File: config.mk
export PLATFORM = sky130hd
export DESIGN_NAME = change_dispenser
export DESIGN_NICKNAME = d
export VERILOG_FILES = /design/src/rtl/change_dispenser.sv
export SDC_FILE = /design/constraint.sdc
export NUM_CORES = 1
export LEC_CHECK = 0
export CAP_MARGIN = 5
export CORE_AREA = 2 2 104 106
export CTS_CLUSTER_DIAMETER = 200
export DETAILED_ROUTE_END_ITERATION = 7
export DIE_AREA = 0 0 106 108
export GPL_TIMING_DRIVEN = 0
export PLACE_DENSITY = 0.59
export REMOVE_ABC_BUFFERS = 1
export SLEW_MARGIN = 30
export SYNTH_ARGS = -nofsm -noshare
export SYNTH_HDL_FRONTEND = slang
export SYNTH_SLANG_ARGS = --single-unit
File: constraint.sdc
create_clock -name CLK -period 4.6 [get_ports CLK]
set_input_delay 0.92 -clock CLK [delete_from_list [all_inputs] [get_ports CLK]]
set_output_delay 0.92 -clock CLK [all_outputs]
set_load 0.02 [all_outputs]
File: src/rtl/change_dispenser.sv
// change_dispenser
//   Coin-output side of the vending machine. It accepts a refund amount in won
//   and pays it out as one-cycle coin pulses. Coins are chosen largest first
//   from a per-denomination inventory, and any amount that cannot be paid is
//   reported when the payout ends.
//
//   Optional build macro: DISPENSE_GAP_EN. When defined, every coin pulse is
//   followed by one all-low cycle so the actuator can recover.
//
// Parameters
//   INIT_1000/INIT_500/INIT_100/INIT_50 : coins loaded at reset/restock (0..255)
//
// Ports
//   CLK              in   rising-edge clock
//   RST_N            in   synchronous active-low reset
//   IN_REFUND[15:0]  in   refund amount in won
//   IN_REFUND_VALID  in   request strobe
//   IN_RESTOCK       in   reload inventories (only while ready)
//   OUT_READY        out  idle, request can be accepted
//   OUT_1000WON/OUT_500WON/OUT_100WON/OUT_50WON out  one pulse per coin
//   OUT_DONE         out  one-cycle pulse at end of payout
//   OUT_SHORT        out  with OUT_DONE: remainder could not be paid
//   OUT_REMAIN[15:0] out  unpaid won, valid with OUT_DONE, held afterwards
//   OUT_EMPTY[3:0]   out  inventory-zero flags {1000,500,100,50}
//   dbg_state[1:0]   out  current FSM state for observation
//
// Handshake: a request transfers on a rising CLK edge where IN_REFUND_VALID=1
// and OUT_READY=1. With OUT_READY=0 both IN_REFUND_VALID and IN_RESTOCK are
// dropped; nothing is queued.
module change_dispenser #(
  parameter int unsigned INIT_1000 = 10,
  parameter int unsigned INIT_500  = 10,
  parameter int unsigned INIT_100  = 20,
  parameter int unsigned INIT_50   = 20
) (
  input  logic        CLK,
  input  logic        RST_N,
  input  logic [15:0] IN_REFUND,
  input  logic        IN_REFUND_VALID,
  input  logic        IN_RESTOCK,
  output logic        OUT_READY,
  output logic        OUT_1000WON,
  output logic        OUT_500WON,
  output logic        OUT_100WON,
  output logic        OUT_50WON,
  output logic        OUT_DONE,
  output logic        OUT_SHORT,
  output logic [15:0] OUT_REMAIN,
  output logic [3:0]  OUT_EMPTY,
  output logic [1:0]  dbg_state
);

  typedef enum logic [1:0] {
    S_IDLE = 2'd0,
    S_PAY  = 2'd1,
    S_GAP  = 2'd2,
    S_FIN  = 2'd3
  } state_t;

  // Index 3 is the 1000 won coin, index 0 the 50 won coin, matching OUT_EMPTY.
  localparam logic [3:0][15:0] DENOM = {16'd1000, 16'd500, 16'd100, 16'd50};
  localparam logic [3:0][7:0] INIT_STOCK = {8'(INIT_1000), 8'(INIT_500),
                                            8'(INIT_100), 8'(INIT_50)};

  state_t          state, state_next;
  logic [15:0]     remain, remain_next;
  logic [3:0][7:0] stock, stock_next;
  logic [3:0]      coins, coins_next;
  logic            ready_next;
  logic            done_next;
  logic            short_next;
  logic [15:0]     remain_out_next;
  logic            pick_found;
  logic [1:0]      pick_idx;

  // The loop ascends, so the last payable denomination it sees is the largest one.
  always_comb begin
    pick_found = 1'b0;
    pick_idx   = 2'd0;
    for (int i = 0; i < 4; i++) begin
      if (remain >= DENOM[i] && stock[i] != 8'd0) begin
        pick_found = 1'b1;
        pick_idx   = 2'(i);
      end
    end
  end

  always_comb begin
    state_next      = state;
    remain_next     = remain;
    stock_next      = stock;
    coins_next      = 4'b0000;
    done_next       = 1'b0;
    short_next      = 1'b0;
    remain_out_next = OUT_REMAIN;
    case (state)
      S_IDLE: begin
        // A restock on the accept edge is applied first, so PAY sees the new stock.
        if (IN_RESTOCK) stock_next = INIT_STOCK;
        if (IN_REFUND_VALID) begin
          remain_next = IN_REFUND;
          state_next  = S_PAY;
        end
      end
      S_PAY: begin
        if (pick_found) begin
          coins_next[pick_idx] = 1'b1;
          remain_next          = remain - DENOM[pick_idx];
          stock_next[pick_idx] = stock[pick_idx] - 8'd1;
`ifdef DISPENSE_GAP_EN
          state_next = S_GAP;
`else
          state_next = S_PAY;
`endif
        end else begin
          done_next       = 1'b1;
          short_next      = (remain != 16'd0);
          remain_out_next = remain;
          state_next      = S_FIN;
        end
      end
      S_GAP: state_next = S_PAY;
      S_FIN: state_next = S_IDLE;
      default: state_next = S_IDLE;
    endcase
    ready_next = (state_next == S_IDLE);
  end

  always_ff @(posedge CLK) begin
    if (!RST_N) begin
      state      <= S_IDLE;
      remain     <= 16'd0;
      stock      <= INIT_STOCK;
      coins      <= 4'b0000;
      OUT_READY  <= 1'b1;
      OUT_DONE   <= 1'b0;
      OUT_SHORT  <= 1'b0;
      OUT_REMAIN <= 16'd0;
      for (int i = 0; i < 4; i++) OUT_EMPTY[i] <= (INIT_STOCK[i] == 8'd0);
    end else begin
      state      <= state_next;
      remain     <= remain_next;
      stock      <= stock_next;
      coins      <= coins_next;
      OUT_READY  <= ready_next;
      OUT_DONE   <= done_next;
      OUT_SHORT  <= short_next;
      OUT_REMAIN <= remain_out_next;
      // Flags follow the registered counters, so they lag a decrement by one cycle.
      for (int i = 0; i < 4; i++) OUT_EMPTY[i] <= (stock[i] == 8'd0);
    end
  end

  assign OUT_1000WON = coins[3];
  assign OUT_500WON  = coins[2];
  assign OUT_100WON  = coins[1];
  assign OUT_50WON   = coins[0];
  assign dbg_state   = state;

endmodule
## After elaboration in Yosys (flattened, before gate mapping)

Cells that the tools add are included.

- Memories kept: 0
- Memory bits (read-only): 0
- Bits in latches: 0
- Flip-flop bits (word level): 77
- Memory bits (writable): 0

- Reduce and logical (&&, ||, !) cells: 23
- Multiply operators: 0
- Shift-type cells: 0
- Add/sub/neg operators: 2
- $lt $le $gt $ge: 6
- Divide/modulo/power cells: 0
- Bitwise logic cells: 3
- Equality and inequality tests: 6
- Mux-type cells: 26

Operators by type and width:

| operator | count |
|---|---|
| 2-to-1 mux 32 bit | 2 |
| one-hot mux 32 bit (2 select lines) | 1 |
| 2-to-1 mux 16 bit | 3 |
| binary-select mux 16 bit (select 2 bit) | 1 |
| bitwise mux 32 bit | 1 |
| zero test 8 bit | 4 |
| one-hot mux 16 bit (2 select lines) | 1 |
| nonzero test 8 bit | 4 |
| binary-select mux 8 bit (select 2 bit) | 1 |
| demux 8 bit (select 2 bit) | 1 |
| >= comparator 16 x 10 -> 1 bit (second input constant) | 1 |
| >= comparator 16 x 6 -> 1 bit (second input constant) | 1 |
| >= comparator 16 x 7 -> 1 bit (second input constant) | 1 |
| >= comparator 16 x 9 -> 1 bit (second input constant) | 1 |
| 2-to-1 mux 8 bit | 2 |
| nonzero test 16 bit | 1 |
| subtractor 16 bit | 1 |
| AND reduction 3 bit | 3 |
| 2-to-1 mux 2 bit | 4 |
| one-hot mux 2 bit (4 select lines) | 1 |
| subtractor 8 x 1 -> 8 bit (second input constant) | 1 |
| 2-to-1 mux 1 bit | 7 |
| != test 2 bit (second input constant) | 3 |
| logical AND 1 bit | 5 |
| other kinds (10) | 15 |

## Logic depth before layout (Yosys ltp)

- Word-level depth: 12
- Gate-level depth with buffers: 20

## Worst setup path after synthesis

OpenSTA, ideal clock, no wires.

- Path kind: register to register
- From: register remain[6]
- To: register remain[14]
- Library setup time: 71 ps
- Cell stages (with the launch flop): 17
- Slack: 996 ps
- Clock period less this slack: 3604 ps
- Data required time: 4529 ps
- Arrival: 3534 ps
- Cell sequence: dfxtp_1 -> nand4_1 -> or2_1 -> a21o_1 -> buf_6 -> a31oi_1 -> ha_1 -> ha_1 -> nor2b_1 -> o21a_1 -> o21ai_0 -> nand3_1 -> and4_1 -> o21ai_0 -> nand3_1 -> a21o_1 -> a21oi_1

- Longest elaborated chain between the ends: 10
- Elaborated cells on any way between the ends: 22
- Classes of those cells: add/sub (1); order compare (4); eq/ne (1); mux (11); reduce/logical (5)

Ends and longest elaborated chain:

| item | RTL line | RTL |
|---|---|---|
| from (decl) | 66 | `logic [15:0] remain, remain_next;` |
| from (signal assigned) | 142 | `remain <= remain_next;` |
| >= comparator 16 x 7 -> 1 bit | 81 | `if (remain >= DENOM[i] && stock[i] != 8'd0) begin` |
| logical AND 1 bit | 81 |  |
| 2-to-1 mux 1 bit | 81 |  |
| 2-to-1 mux 2 bit (2 in series) | 81 |  |
| binary-select mux 16 bit (select 2 bit) | 108 | `remain_next = remain - DENOM[pick_idx];` |
| 2-to-1 mux 16 bit (implied by the code) | 108 |  |
| subtractor 16 bit | 108 |  |
| 2-to-1 mux 16 bit | 106 | `if (pick_found) begin` |
| one-hot mux 16 bit (2 select lines) | 96 | `case (state)` |

Parallel ways exist; a longest one is shown, timed or not. The select of a mux whose other input is x is not followed.
A chain may end at the register's enable or synchronous reset.

## Final worst setup path

- From: register stock[27] (netlist name)
- To: register remain[15]

- Longest elaborated chain between the ends: 8
- Elaborated cells on any way between the ends: 11
- Classes of those cells: add/sub (1); eq/ne (1); mux (6); reduce/logical (3)

Ends and longest elaborated chain:

| item | RTL line | RTL |
|---|---|---|
| from (decl) | 67 | `logic [3:0][7:0] stock, stock_next;` |
| from (signal assigned) | 143 | `stock <= stock_next;` |
| nonzero test 8 bit * | 81 |  |
| logical AND 1 bit * | 81 |  |
| 2-to-1 mux 2 bit | 81 |  |
| binary-select mux 16 bit (select 2 bit) | 108 |  |
| 2-to-1 mux 16 bit (implied by the code) | 108 |  |
| subtractor 16 bit | 108 |  |
| 2-to-1 mux 16 bit | 106 |  |
| one-hot mux 16 bit (2 select lines) | 96 |  |

Every way passes the cells marked *; elsewhere a longest branch is shown, timed or not. The select of a mux whose other input is x is not followed.

==> implementation parameters <==
Parameter                              Value

Final layout
  Post-route cell area    about 4700 µm²
  Total inserted antenna cells    0
  Number of nets at the end of the flow    ~550
  Layout filler cell count    1050
  Layout cell share with drive strength beyond 1    around 8.3%
  Most used cells in the layout excluding fill and tap cells    sky130_fd_sc_hd__dfxtp_1 (77), sky130_fd_sc_hd__nor2_1 (71), sky130_fd_sc_hd__clkdlybuf4s50_1 (48)
  Most frequent standard cell in the layout excluding fill and tap cells    sky130_fd_sc_hd__dfxtp_1
  Area growth, synth to finish    18.3%

Critical path
  Cell at the slowest stage of the critical path    sky130_fd_sc_hd__fa_1
  CP Class    reg2reg
  CP Data Required Time    4.85 ns
  Setup crit end kind    register
  Combined buffer and inverter count along the critical path    3
  Highest fanout seen on the critical path    15
  Critical path cell sequence    nor4_1 -> nand2_1 -> o21a_2 -> inv_4 -> nand2_2 -> inv_1 -> ha_1 -> ha_1 -> inv_1 -> fa_1 -> a21o_1 -> a21oi_1 -> o21ai_0 -> nand3_1 -> nand2_1 -> nor2_1 -> a31oi_1 -> o221a_2
  Arrival time at the worst endpoint    4.45 ns
  Crit-path leading delay family    compound AO/OA/AOI/OAI gates
  Largest stage delay, worst path    0.41 ns
  Kind of start point of the critical path    register

Logic synthesis
  Post-synth cell types    between 70 and 80
  #FFs+latches synth    77
  Number of warnings reported in the yosys synthesis log    0
  Sequential area share after synthesis    ~38%
  Most frequently used flop master after synthesis    sky130_fd_sc_hd__dfxtp_1
  Number of enable flip-flop cells after synthesis    0
  Number of instances in the synthesized netlist    approximately 480
  Mapped Avg Cell Area    8.44 µm²
  Cell Area, Synth    between 4000 and 5000 µm²
  Async set-reset flop share out of synthesis    0%

Pwr
  Power Dens Cells    402 nW/µm²
  Reg power frac    38.8%
  Worst supply voltage drop on vdd    around 0.00018 V
  Combinational fraction of design power    approximately a third
  Switching Power    about 720 µW
  Internal power    approximately 1.2 mW
  Leak pwr    approximately 1.9 nW
  Switching power as a share of total power    37.6%
  Clock network power share    a little over a quarter

Drt
  Initial DRC Count    126
  Number of nets with antenna violations after routing    0
  Number of detailed-routing iterations run before antenna repair    4
  Number of remaining DRC errors    0
  Routed wire per std cell    16.2 µm
  Overall routed net length    between 10000 and 15000 µm
  Ratio of routed vias to standard cells    about 5.5
  Count of vias placed by the detailed router    about 3600

Outcome
  Status    complete, no violations

Die
  Placeable core region    between 10000 and 15000 µm²
  X dimension of the die    approximately 110 µm
  Die area    roughly 11000 µm²
  Top-Level Pins    49
  Effective utilization at floorplan    39.2%
  Placement Rows    37
  Die height    roughly 110 µm

Hold path
  Worst min-delay path class    reg2reg

Global route
  Vias in the first global route    ~3500
  Total global-route track usage    between 10% and 20%
  Largest net degree at the start of global routing    between 40 and 50
  Wire length of the first global-routing pass    roughly 17000 µm
  GRT overflow    0
  Antenna violations before repair    0

Clocking
  Clock transition at path regs    0.08 ns
  Sink Count    slightly below 80
  Root buffer selected by CTS    sky130_fd_sc_hd__clkbuf_8
  Clock latency on the worst-skew pair    between 0.3 and 0.4 ns
  TritonCTS clock tree    yes
  Number of buffers created by CTS    9
  Bufs on Longest Clock Path    2
  Number of setup buffers added after CTS    0
  CTS H-Tree Depth    3

Placed design
  Final HPWL DP    around 7700 µm
  GPL Wtd Cong    between 0.8 and 0.9
  Number of buffer cells added on primary ports    48
  Area of placed instances    between 4000 and 5000 µm²

STA
  Slew Viols, Final    0
  Worst-Margin Slew    slightly below 1 ns
  Final critical path time including I/O delays and setup    4.20 ns
  Max Freq    0.238 GHz
  Final cycle utilization of the critical path    between 90% and 100%
  Final total negative setup slack    0 ns
  Unrepaired setup endpoints after global routing    no
  Largest clock skew in the final design    0.00918 ns
  Final hold vios    0
  Final Setup Violations    0
  Max-slew headroom at the worst pin    ~34%

Job
  Number of max-capacitance violations reported    0
==> metal layers <==
layer  vias up  global-route usage [%]  routed length [µm]
li1       1799                       -                   -
met1      1703                    24.7                4880
met3        14                    3.56                 534
met2        97                    32.2                5040
met5         -                       0                   0
met4         0                    6.02                 160
==> area by class of cell <==
cell class              instances  area, µm²  share of cell area, %
inverters                      18       70.1                   1.48
flip-flops and latches         77       1540                   32.5
well taps                     136        170                   3.59
clock buffers                  10        128                   2.69
multi-input cells             360       2280                   48.2
clock inverters                 5       52.6                   1.11
repair buffers                 49        495                   10.4
==> per-stage QoR <==
stage / hold slack [ns] / std cells / utilization (%) / power (mW) / worst slack (ns)
after floorplan: 0.442 / 455 / - / 1.23 / 0.954
after global placement: 0.467 / 639 / 44.4 / 1.40 / 0.220
after detailed placement: 0.475 / 640 / 44.6 / 1.41 / 0.221
after CTS: 0.488 / 655 / 46.3 / 1.92 / 0.183
after global routing: 0.497 / 655 / 46.3 / 2.02 / 0.00945
final: 0.492 / 655 / 46.3 / 1.91 / 0.400
==> path summary, 6_finish.rpt <==
check	start	endpoint	slack, ns	cells past startpoint
setup / recovery	stock[27]	remain[15]	0.40	18
hold / removal	remain[0]	remain[0]	0.49	2
setup reg to reg	stock[27]	remain[15]	0.40	18
hold reg to reg	remain[0]	remain[0]	0.49	2
==> power groups by stage <==
| stage | Combinational [mW] | Sequential, mW | Clock (mW) |
|---|---|---|---|
| final | 0.668 | 0.740 | 0.498 |
| after global routing | 0.738 | 0.745 | 0.542 |
| after CTS | 0.662 | 0.739 | 0.516 |
| after detailed placement | 0.657 | 0.755 | 0 |
| after global placement | 0.648 | 0.754 | 0 |
| after floorplan | 0.482 | 0.747 | 0 |
==> what timing repair did <==
item,CTS,global route
setup endpoints to repair,0,6
hold endpoints to repair,0,0
resized for setup,0,4
hold buffers,0,0
==> logic make-up after synthesis <==
group | Yosys count | share of synthesized area (%)
simple gates | 191 | 23.1
xor+xnor | 9 | 2.15
compound gates | 129 | 22.8
flops | 77 | 38.5
fa+ha+maj | 16 | 5.18
buf+inv | 38 | 4.62
mux | 15 | 3.75
==> sequential cells by signal (all words and copies together) (netlist names) <==
signal,flops
OUT_SHORT,1
remain,16
dbg_state,2
OUT_EMPTY,4
OUT_READY,1
coins,4
OUT_REMAIN,16
stock,32
OUT_DONE,1
==> worst reg2reg max path, cell delays in order, from the launching register on <==
cell and delay [ns]:
sky130_fd_sc_hd__dfxtp_1 0.34, sky130_fd_sc_hd__nor4_1 0.38, sky130_fd_sc_hd__nand2_1 0.18, sky130_fd_sc_hd__o21a_2 0.26, sky130_fd_sc_hd__inv_4 0.21, sky130_fd_sc_hd__nand2_2 0.11, sky130_fd_sc_hd__inv_1 0.24, sky130_fd_sc_hd__ha_1 0.28
sky130_fd_sc_hd__ha_1 0.19, sky130_fd_sc_hd__inv_1 0.05, sky130_fd_sc_hd__fa_1 0.41, sky130_fd_sc_hd__a21o_1 0.20, sky130_fd_sc_hd__a21oi_1 0.26, sky130_fd_sc_hd__o21ai_0 0.19, sky130_fd_sc_hd__nand3_1 0.22, sky130_fd_sc_hd__nand2_1 0.10
sky130_fd_sc_hd__nor2_1 0.14, sky130_fd_sc_hd__a31oi_1 0.09, sky130_fd_sc_hd__o221a_2 0.25
==> Yosys cell counts, drive strengths merged, types with 4 or more instances <==
cell	instances	area, µm²
a21oi	35	179
or2	5	31.3
nand3	10	50.1
nand2	48	190
mux2i	15	150
o211ai	4	30.0
nor2	71	267
a21o	8	60.1
inv	17	63.8
nand4	7	71.3
a22o	9	78.8
a211oi	10	85.1
clkbuf	10	37.5
o21ai	25	144
and2	8	50.1
xnor2	7	68.8
ha	15	188
buf	10	78.8
nor4	11	81.3
dfxtp	77	1540
a31oi	4	25.0
nor3	18	95.1
and3	4	26.3
Power figures use the tool's default switching activity.
==> patch (config.mk and constraints unchanged) <==
The option `DISPENSE_GAP_EN` is turned on by a define.
--- a/src/rtl/change_dispenser.sv
+++ b/src/rtl/change_dispenser.sv
@@ -29,2 +29,4 @@
 // dropped; nothing is queued.
+`define DISPENSE_GAP_EN
+
 module change_dispenser #(
Behaviour: not the same (a bounded check fails within 4 cycles, from zero or initial values and one cycle with RST_N low).
==> patch against the original RTL <==
Sequential power fell by 1%. Largest cell class unchanged. Sequential cell count unchanged. Final area rose by 3.5%. Worst setup slack got worse by 0.12 ns. Via count increased by 7.3%. Power is 10% lower. Area after synthesis is 1.8% higher. Wire length increased by 4.6%. Clock power is 18% higher.
==> patch: results (changes against the original RTL) <==
Status
  – Status: finished, final reports clean (unchanged)

Power
  – P_leak: 1.75 nW (was 1.86 nW)
  – Sequential power: 0.730 mW (was 0.740 mW)
  – Clock Power Share: 34.3% (was 26.1%)
  – Worst vdd ir: 150 µV (was 178 µV)
  – Sw Pwr: 0.534 mW (was 0.716 mW)

Logic synthesis
  – Syn Area/Cell: 8.03 µm² (was 8.44 µm²)
  – Post-synth cell types: 72 (was 73)
  – Sequential element share of the synthesized area: 37.8% (was 38.5%)
  – Mux contribution to synthesized area: 0% (was 3.75%)
  – Complex-gate fraction of the synthesized area: 24.7% (was 22.8%)
  – Post-Synth Adder-Cell Area: 4.48% (was 5.18%)
  – Post-synthesis xor/xnor area fraction: 1.72% (was 2.15%)

Global route
  – Vias in the first global route: 3619 (was 3529)
  – First-pass GRT wire length: 18.6 mm (was 17.4 mm)
  – Tot GR Track Use: 20.5% (was 19.0%)

Detailed routing
  – WL/cell: 16.2 µm (about the same)
  – Vias: 3875 (was 3613)
  – Initial DRC Count: 238 (was 126)

Critical path
  – R2R depth: 17 (was 18)
  – FF-to-FF End: remain[13] (was remain[15])
  – Flop2flop setup slack: 0.28 ns (was 0.40 ns)
  – Max FO, Critical Path: 10 (was 15)
  – Reg2reg start: remain[13] (was stock[27])

Place
  – RePlAce Congestion: 0.885 (was 0.880)

STA
  – Slew @ Worst Pin: 0.896 ns (was 0.986 ns)

Final layout
  – Final Non-Filler Cells: 685 (was 655)
  – Ratio of cells with drive above 1 in the final layout: 9.65% (was 8.29%)

Hold path
  – Hold EP: OUT_REMAIN[2] (was remain[0])
-- patch: how the worst max path moves through the flow --
stage            endpoint  slack [ns]  cells past startpoint
3_5_place_dp   remain[13]       -0.41                     18
3_3_place_gp   remain[13]       -0.40                     18
4_1_cts        remain[13]        0.02                     18
5_1_grt        remain[13]        0.01                     17
2_1_floorplan  remain[13]        0.56                     18
6_report       remain[13]        0.28                     17
-- patch: final cells by class --
type | count | area, µm²
flip-flops and latches | 77 | 1540
repair buffers | 54 | 537
fillers | 1011 | 5320
multi-input cells | 386 | 2370
inverters | 16 | 65.1
clock buffers | 13 | 159
clock inverters | 3 | 67.6
well taps | 136 | 170
-- patch: repair_timing --
item / in CTS / in global routing
pin swaps: 1 / 1
setup endpoints to repair: 4 / 7
buffers inserted: 0 / 4
gates resized for setup: 7 / 4
-- patch: metal layers --
layer  global-route usage (%)  part of all wire (%)
met1                     29.1                    50
met2                     31.9                    44
met3                     2.95                   4.0
met4                     7.14                   1.8
met5                        0                     0
